File: src/rtl/interp_halfpel_engine.sv
// Streaming HEVC 8-tap luma half-sample interpolator: one row of LANES positions per beat,
// 3-stage stallable pipeline, start/done row sequencer. Define INTERP_QPEL_EN to add quarter-sample outputs.
module interp_halfpel_engine #(
    parameter int DATAWIDTH = 8,
    parameter int LANES     = 8,
    parameter int ROW_W     = 6
) (
    input  logic                           clock,
    input  logic                           reset,
    input  logic                           start,
    input  logic [ROW_W-1:0]               num_rows,
    output logic                           busy,
    output logic                           done,
    output logic [ROW_W-1:0]               row_cnt,
    input  logic                           in_valid,
    output logic                           in_ready,
    input  logic [(LANES+7)*DATAWIDTH-1:0] in_data,
    output logic                           out_valid,
    input  logic                           out_ready,
    output logic [LANES*DATAWIDTH-1:0]     out_half,
    output logic                           out_last
`ifdef INTERP_QPEL_EN
    ,
    output logic [LANES*DATAWIDTH-1:0]     out_qa,
    output logic [LANES*DATAWIDTH-1:0]     out_qc
`endif
);
    // state    | meaning
    // ST_IDLE  | waiting for start
    // ST_RUN   | accepting input rows until num_rows have been taken
    // ST_DRAIN | all rows accepted, waiting for the last row to leave
    // ST_DONE  | one-cycle done pulse

    localparam int SW    = DATAWIDTH + 8;
    localparam int WIN_W = (LANES + 7) * DATAWIDTH;
    localparam int TAP_W = 8 * DATAWIDTH;

    typedef logic signed [SW-1:0] sum_t;

    localparam sum_t ROUND_K = sum_t'(32);
    localparam sum_t MAX_V   = sum_t'((1 << DATAWIDTH) - 1);

    // Packed coefficient tables list tap 7 first, tap 0 last.
    localparam logic [7:0][7:0] HALF_COEF =
        {-8'sd1, 8'sd4, -8'sd11, 8'sd40, 8'sd40, -8'sd11, 8'sd4, -8'sd1};
`ifdef INTERP_QPEL_EN
    localparam logic [7:0][7:0] QA_COEF =
        {8'sd0, 8'sd1, -8'sd5, 8'sd17, 8'sd58, -8'sd10, 8'sd4, -8'sd1};
    localparam logic [7:0][7:0] QC_COEF =
        {-8'sd1, 8'sd4, -8'sd10, 8'sd58, 8'sd17, -8'sd5, 8'sd1, 8'sd0};
`endif

    function automatic sum_t fir(input logic [TAP_W-1:0] win, input logic [7:0][7:0] coef);
        sum_t acc;
        sum_t px;
        sum_t cf;
        acc = '0;
        for (int t = 0; t < 8; t++) begin
            px  = {8'd0, win[t*DATAWIDTH +: DATAWIDTH]};
            cf  = {{DATAWIDTH{coef[t][7]}}, coef[t]};
            acc = acc + px * cf;
        end
        return acc;
    endfunction

    function automatic logic [DATAWIDTH-1:0] round_clip(input sum_t s);
        sum_t r;
        logic [DATAWIDTH-1:0] res;
        r = (s + ROUND_K) >>> 6;
        if (r[SW-1])
            res = '0;
        else if (r > MAX_V)
            res = '1;
        else
            res = r[DATAWIDTH-1:0];
        return res;
    endfunction

    typedef enum logic [1:0] {ST_IDLE, ST_RUN, ST_DRAIN, ST_DONE} state_t;

    state_t            state;
    logic [ROW_W-1:0]  rows_q;
    logic              v1, v2, l1, l2;
    logic [WIN_W-1:0]  s1_data;
    sum_t              half_sum [LANES];
    sum_t              s2_half  [LANES];
`ifdef INTERP_QPEL_EN
    sum_t              qa_sum [LANES];
    sum_t              qc_sum [LANES];
    sum_t              s2_qa  [LANES];
    sum_t              s2_qc  [LANES];
`endif
    logic              en1, en2, en3, accept, last_in, out_fire;

    assign en3      = !out_valid | out_ready;
    assign en2      = !v2 | en3;
    assign en1      = !v1 | en2;
    assign in_ready = (state == ST_RUN) & en1;
    assign accept   = in_valid & in_ready;
    assign last_in  = (row_cnt == rows_q - ROW_W'(1));
    assign out_fire = out_valid & out_ready;
    assign busy     = (state == ST_RUN) | (state == ST_DRAIN);
    assign done     = (state == ST_DONE);

    always_ff @(posedge clock) begin
        if (reset) begin
            state   <= ST_IDLE;
            rows_q  <= '0;
            row_cnt <= '0;
        end else begin
            case (state)
                ST_IDLE: if (start) begin
                    rows_q  <= num_rows;
                    row_cnt <= '0;
                    state   <= (num_rows == '0) ? ST_DONE : ST_RUN;
                end
                ST_RUN: if (accept) begin
                    row_cnt <= row_cnt + ROW_W'(1);
                    if (row_cnt + ROW_W'(1) == rows_q)
                        state <= ST_DRAIN;
                end
                ST_DRAIN: if (out_fire && out_last)
                    state <= ST_DONE;
                default: state <= ST_IDLE;
            endcase
        end
    end

    always_comb begin
        for (int i = 0; i < LANES; i++) begin
            half_sum[i] = fir(s1_data[i*DATAWIDTH +: TAP_W], HALF_COEF);
`ifdef INTERP_QPEL_EN
            qa_sum[i]   = fir(s1_data[i*DATAWIDTH +: TAP_W], QA_COEF);
            qc_sum[i]   = fir(s1_data[i*DATAWIDTH +: TAP_W], QC_COEF);
`endif
        end
    end

    // Each stage loads only when its successor can take its current content.
    always_ff @(posedge clock) begin
        if (reset) begin
            v1        <= 1'b0;
            v2        <= 1'b0;
            l1        <= 1'b0;
            l2        <= 1'b0;
            s1_data   <= '0;
            out_valid <= 1'b0;
            out_last  <= 1'b0;
            out_half  <= '0;
            for (int i = 0; i < LANES; i++) begin
                s2_half[i] <= '0;
`ifdef INTERP_QPEL_EN
                s2_qa[i]   <= '0;
                s2_qc[i]   <= '0;
`endif
            end
`ifdef INTERP_QPEL_EN
            out_qa    <= '0;
            out_qc    <= '0;
`endif
        end else begin
            if (en1) begin
                v1 <= accept;
                l1 <= accept & last_in;
                if (accept)
                    s1_data <= in_data;
            end
            if (en2) begin
                v2 <= v1;
                l2 <= l1;
                for (int i = 0; i < LANES; i++) begin
                    s2_half[i] <= half_sum[i];
`ifdef INTERP_QPEL_EN
                    s2_qa[i]   <= qa_sum[i];
                    s2_qc[i]   <= qc_sum[i];
`endif
                end
            end
            if (en3) begin
                out_valid <= v2;
                out_last  <= l2;
                for (int i = 0; i < LANES; i++) begin
                    out_half[i*DATAWIDTH +: DATAWIDTH] <= round_clip(s2_half[i]);
`ifdef INTERP_QPEL_EN
                    out_qa[i*DATAWIDTH +: DATAWIDTH]   <= round_clip(s2_qa[i]);
                    out_qc[i*DATAWIDTH +: DATAWIDTH]   <= round_clip(s2_qc[i]);
`endif
                end
            end
        end
    end
endmodule
File: config.mk
export PLATFORM = sky130hd
export DESIGN_NAME = interp_halfpel_engine
export DESIGN_NICKNAME = d
export VERILOG_FILES = /design/src/rtl/interp_halfpel_engine.sv
export SDC_FILE = /design/constraint.sdc
export NUM_CORES = 2
export LEC_CHECK = 0
export CORE_MARGIN = 2
export CORE_UTILIZATION = 50
export CTS_BUF_LIST = sky130_fd_sc_hd__clkbuf_16
export CTS_CLUSTER_SIZE = 14
export DETAILED_ROUTE_END_ITERATION = 10
export PLACE_DENSITY = 0.72
export SYNTH_ARGS = -nofsm -noshare
export SYNTH_HDL_FRONTEND = slang
export SYNTH_SLANG_ARGS = --single-unit
File: constraint.sdc
create_clock -name clock -period 7.5 [get_ports clock]
set_clock_uncertainty 0.1 [all_clocks]
set_input_delay 1.5 -clock clock [delete_from_list [all_inputs] [get_ports clock]]
set_output_delay 1.5 -clock clock [all_outputs]
set_load 0.1 [all_outputs]
## Yosys cells after proc, flatten, opt, wreduce, memory -nomap -nowiden

Memories as Yosys holds them, arrays and structs flattened.
Cells that the tools add are included.

| word-level totals | value |
|---|---|
| register bits after elaboration | 204 |
| memory bits (writable) | 128 |
| input port bits | 131 |
| output and inout port bits | 75 |
| memories | 1 |

| cells by class | value |
|---|---|
| add/subtract/negate cells | 81 |
| multipliers | 20 |
| magnitude comparators | 8 |
| eq/ne operators | 9 |
| mux-type cells | 38 |
| bitwise gates (word level) | 16 |
| reduce and logical (&&, ||, !) cells | 11 |

Memory list:

| name | depth | bits a word | rd ports | clocked after Yosys merged registers in | write ports | RTL line | RTL |
|---|---|---|---|---|---|---|---|
| s2_half | 8 | 16 | 8 | 0 | 8 | 86 | `sum_t s2_half [LANES];` |

Operators by type and width:

| cell | count |
|---|---|
| 16-bit by 11-bit adder with 16-bit output | 16 |
| 16-bit by 14-bit adder with 16-bit output | 16 |
| 16-bit adder | 15 |
| 8-bit negation with 16-bit output | 15 |
| 9-bit by 5-bit multiplier with 14-bit output, second input constant | 11 |
| 16-bit by 15-bit adder with 16-bit output | 9 |
| 16-bit by 7-bit adder with 16-bit output, second input constant | 8 |
| 16-bit two-way mux | 8 |
| 8-bit two-way mux | 16 |
| 8-bit by 3-bit multiplier with 11-bit output, second input constant | 9 |
| 10-bit by 9-bit > comparator with 1-bit output, second input constant | 8 |
| 6-bit == test | 2 |
| 6-bit two-way mux | 2 |
| 1-bit bitwise OR | 12 |
| 6-bit one-hot mux with 2 select lines | 1 |
| 2-bit two-way mux | 5 |
| 6-bit by 1-bit adder with 6-bit output, second input constant | 1 |
| 6-bit logical NOT | 1 |
| 2-bit one-hot mux with 3 select lines | 1 |
| 6-bit by 1-bit subtractor with 6-bit output, second input constant | 1 |
| 1-bit two-way mux | 5 |
| 1-bit bitwise AND | 4 |
| 2-bit == test, second input constant | 2 |
| 2-bit by 1-bit inequality test with 1-bit output, second input constant | 2 |
| other kinds (9) | 13 |

## Logic depth before layout (Yosys ltp)

| logic depth | value |
|---|---|
| depth after elaboration | 9 |
| depth in mapped cells | 30 |
| depth with buffers taken out | 30 |

## Worst setup path after synthesis

No wires, ideal clock.

| timing | value |
|---|---|
| kind | register -> register |
| from | reg s1_data[57] |
| to | mem s2_half[0][95] in the netlist's numbering, data pin |
| data arrival time | 7062 ps |
| data required time | 7134 ps |
| slack | 71 ps |
| cell stages (with the launch flop) | 27 |
| buffers on the path | 0 |
| clock period less this slack | 7429 ps |
| path through | dfxtp_1 -> inv_1 -> ha_1 -> fa_1 -> fa_1 -> ha_1 -> a21o_1 -> a21oi_1 -> nor2b_1 -> o31a_1 -> a21oi_1 -> xor2_1 -> ha_1 -> a21o_1 -> ha_1 -> fa_1 -> fa_1 -> inv_1 -> fa_1 -> inv_1 -> ha_1 -> a21o_1 -> or4_1 -> o221ai_1 -> o221ai_1 -> xnor2_1 -> nor2_1 |

RTL lines:

| element | RTL line | RTL |
|---|---|---|
| start: declaration | 84 | `logic [WIN_W-1:0] s1_data;` |
| start signal: assignment | 166 | `s1_data <= in_data;` |
| end: declaration | 86 |  |

==> results.md <==
- Status: finished clean
- Final critical-path setup slack: 262 ps
- Synth area leaders: fa_1 (29%), ha_1 (19%), dfxtp_1 (11%)
- Routed via count: 29.0k
- Seq/Total Area, Yosys: 17.3%
- Starting density of the core: 50.3%
- Slowest cell on crit path: fa_1
- Dominant synthesized flop cell: dfxtp_1
- CTS Sinks: 292
- Syn avg cell area: 9.46 um^2
- Final hold slack: 349 ps
- Final wirelength: 119,000 um
- Final Cycle Share: 96.5%
- Worst EP required: 7690 ps
- DP Area: 43,000 um^2
- CTS tree: done
- Syn nets: 5,397
- Max Cap Viol: 0
- Most frequent cells after synthesis: inv_1 (1,010), ha_1 (604), fa_1 (557)
- Final Max Slew Viols: 0
- Initial antenna violation count: 3
- Critical path peak fanout: 4
- # IOs: 206
- First-pass GRT wire length: 177,000 um
- #FFs+latches synth: 292
- Die area: 79,900 um^2
- Clk Latency, worst-skew pair: 580 ps
- Share of layout cells above drive strength 1: 6.55%
- Clock Tree Buf Depth: 3
- Crit start category: flip-flop
- Ys async rst share: 0%
- GRT overflow: 0
- Final Hold Vio Count: 0
- Post-route minimum period: 7240 ps
- F_max: 138 MHz
- Post-synth EDFFs: 88
- H-tree depth: 2
- Number of global-route vias before repair: 29.2k
- Critical path class: reg -> reg
- RePlAce Congestion: 1.03
- Synth area leader: fa_1
- Std cell rows: 102
- Non-Filler Instances: 5,497
- Slew Limit Headroom: 16.5%
- Hpwl dp: 102,000 um
- Wire per inst: 21.6 um
- Endpoints failing setup: 0
- Largest net degree at the start of global routing: 88
- Hold crit path type: reg -> reg
- Crit-path max cell delay: 570 ps
- Pre-CTS setup slack: -27.6 ps
- Slew @ Worst Pin: 1240 ps
- Port Buffers: 205
- Die width: 283 um
- TritonCTS Buffers: 37
- Area Overhead vs Synth: 14.7%
- CP most frequent cell: fa_1
- ANT nets after route: 0
- Fin area: 44,500 um^2
- Netlist cell types: 76
- Crit. End Element: flip-flop
- Yosys top cell area share: 28.7%
- CORE AREA: 77,200 um^2
- DRC violations left: 0
- Clock transition at the registers of the reported paths: 60 ps
- DR vias/cell: 5.27
- DR iter-0 viols: 2,003
- Clock root cell: clkbuf_16
- Yosys warnings: 0
- Synthesized area: 38,800 um^2
- Crit path DAT: 7430 ps
- Layout net count: 5,720
- Most frequent cell after synthesis: inv_1
- GRT Overall Usage: 30.3%
- Dpl cells: 5,424
- Die span in y: 283 um
- Cell count after synthesis: 4,105
- Drt pass-1 iters: 6
[stage by stage]
stage	utilization [%]	setup TNS [ps]
after floorplan	-	0
after global placement	55.7	0
after detailed placement	55.7	-27.6
after CTS	57.2	0
after global routing	57.7	-145
final	57.7	0
[repair_timing]
item | 4_1_cts | 5_1_grt
setup buffers | 0 | 5
setup endpoints to repair | 1 | 31
hold buffers | 0 | 0
pin swaps | 0 | 24
gates resized for setup | 2 | 67
[state kept, by name, summed over array words and instances (netlist names)]
signal and flops:
out_half 64, l2 1, out_last 1, s1_data 120
rows_q 6, state 2, v2 1, l1 1
v1 1, row_cnt 6, out_valid 1, s2_half 88
[cell usage in the layout, fill, tap and decap left out, drive strengths merged, types with 6 or more instances in the layout]
cell type,count
inv,1026
ha,604
fa,557
nand2,344
a21oi,244
clkdlybuf4s50,204
dfxtp,204
nor2,152
xnor2,151
buf,150
edfxtp,88
xor2,82
o21ai,67
a21o,60
nor3,54
nand3,48
clkbuf,39
nor2b,33
o21bai,32
a22o,28
o21a,26
and3,24
nand2b,23
nand4,20
a31oi,17
a211oi,14
o31a,13
and4,13
o41ai,11
clkinv,11
or2,10
nor4,8
o31ai,6
and2,6
a2111oi,6
[kinds of logic (layout without fill, tap and decap cells)]
family                     after synthesis  after routing  synth area share (%)
adders and majority gates             1161           1161                  48.2
buffers and inverters                 1080           1431                  10.5
and+or+nand+nor                        754            754                  8.84
AOI/OAI and AO/OA                      577            577                  9.69
DFF                                    292            292                  17.3
xor gates and xnor gates               234            234                  5.31
muxes                                    7              7                 0.190
other                                    0              1                     0
[final timing paths]
| kind | slack [ps] | end | startpoint | cells after the start |
|---|---|---|---|---|
| worst max-delay path | 260 | s2_half[0][95]$_SDFFCE_PN0P_ | s1_data[57]$_SDFFE_PP0P_ | 26 |
| worst min-delay path | 350 | out_half[47]$_SDFFE_PP0P_ | out_half[47]$_SDFFE_PP0P_ | 1 |
| worst max register to register | 260 | s2_half[0][95]$_SDFFCE_PN0P_ | s1_data[57]$_SDFFE_PP0P_ | 26 |
| worst min register to register | 350 | out_half[47]$_SDFFE_PP0P_ | out_half[47]$_SDFFE_PP0P_ | 1 |
[per-layer routing]
layer	vias up	track usage, %	routed length [um]
met5	-	0	0
met4	0	10.5	4870
met3	202	6.91	10800
met2	926	47.3	52400
met1	14200	41.6	50600
li1	13700	-	-
[final cells by class]
| type | instances | area (um^2) |
|---|---|---|
| Tap cell | 1040 | 1300 |
| Antenna cell | 1 | 2.50 |
| Clock inverter | 28 | 169 |
| Inverter | 1010 | 3790 |
| Sequential cell | 292 | 6730 |
| Fill cell | 6704 | 32700 |
| Multi-Input combinational cell | 2733 | 28400 |
| Clock buffer | 39 | 976 |
| Timing Repair Buffer | 354 | 3170 |
[critical path: cells and delay by family, from the launching register on]
kind / cells / cell delay (ps)
buf+inv: 3 / 220
xor+xnor: 2 / 260
simple gates: 3 / 580
compound gates: 8 / 1600
flops: 1 / 320
fa+ha+maj: 10 / 3880
Power is not shown: default switching activity piles up to over one toggle a cycle in this logic, so the estimate is an artifact.
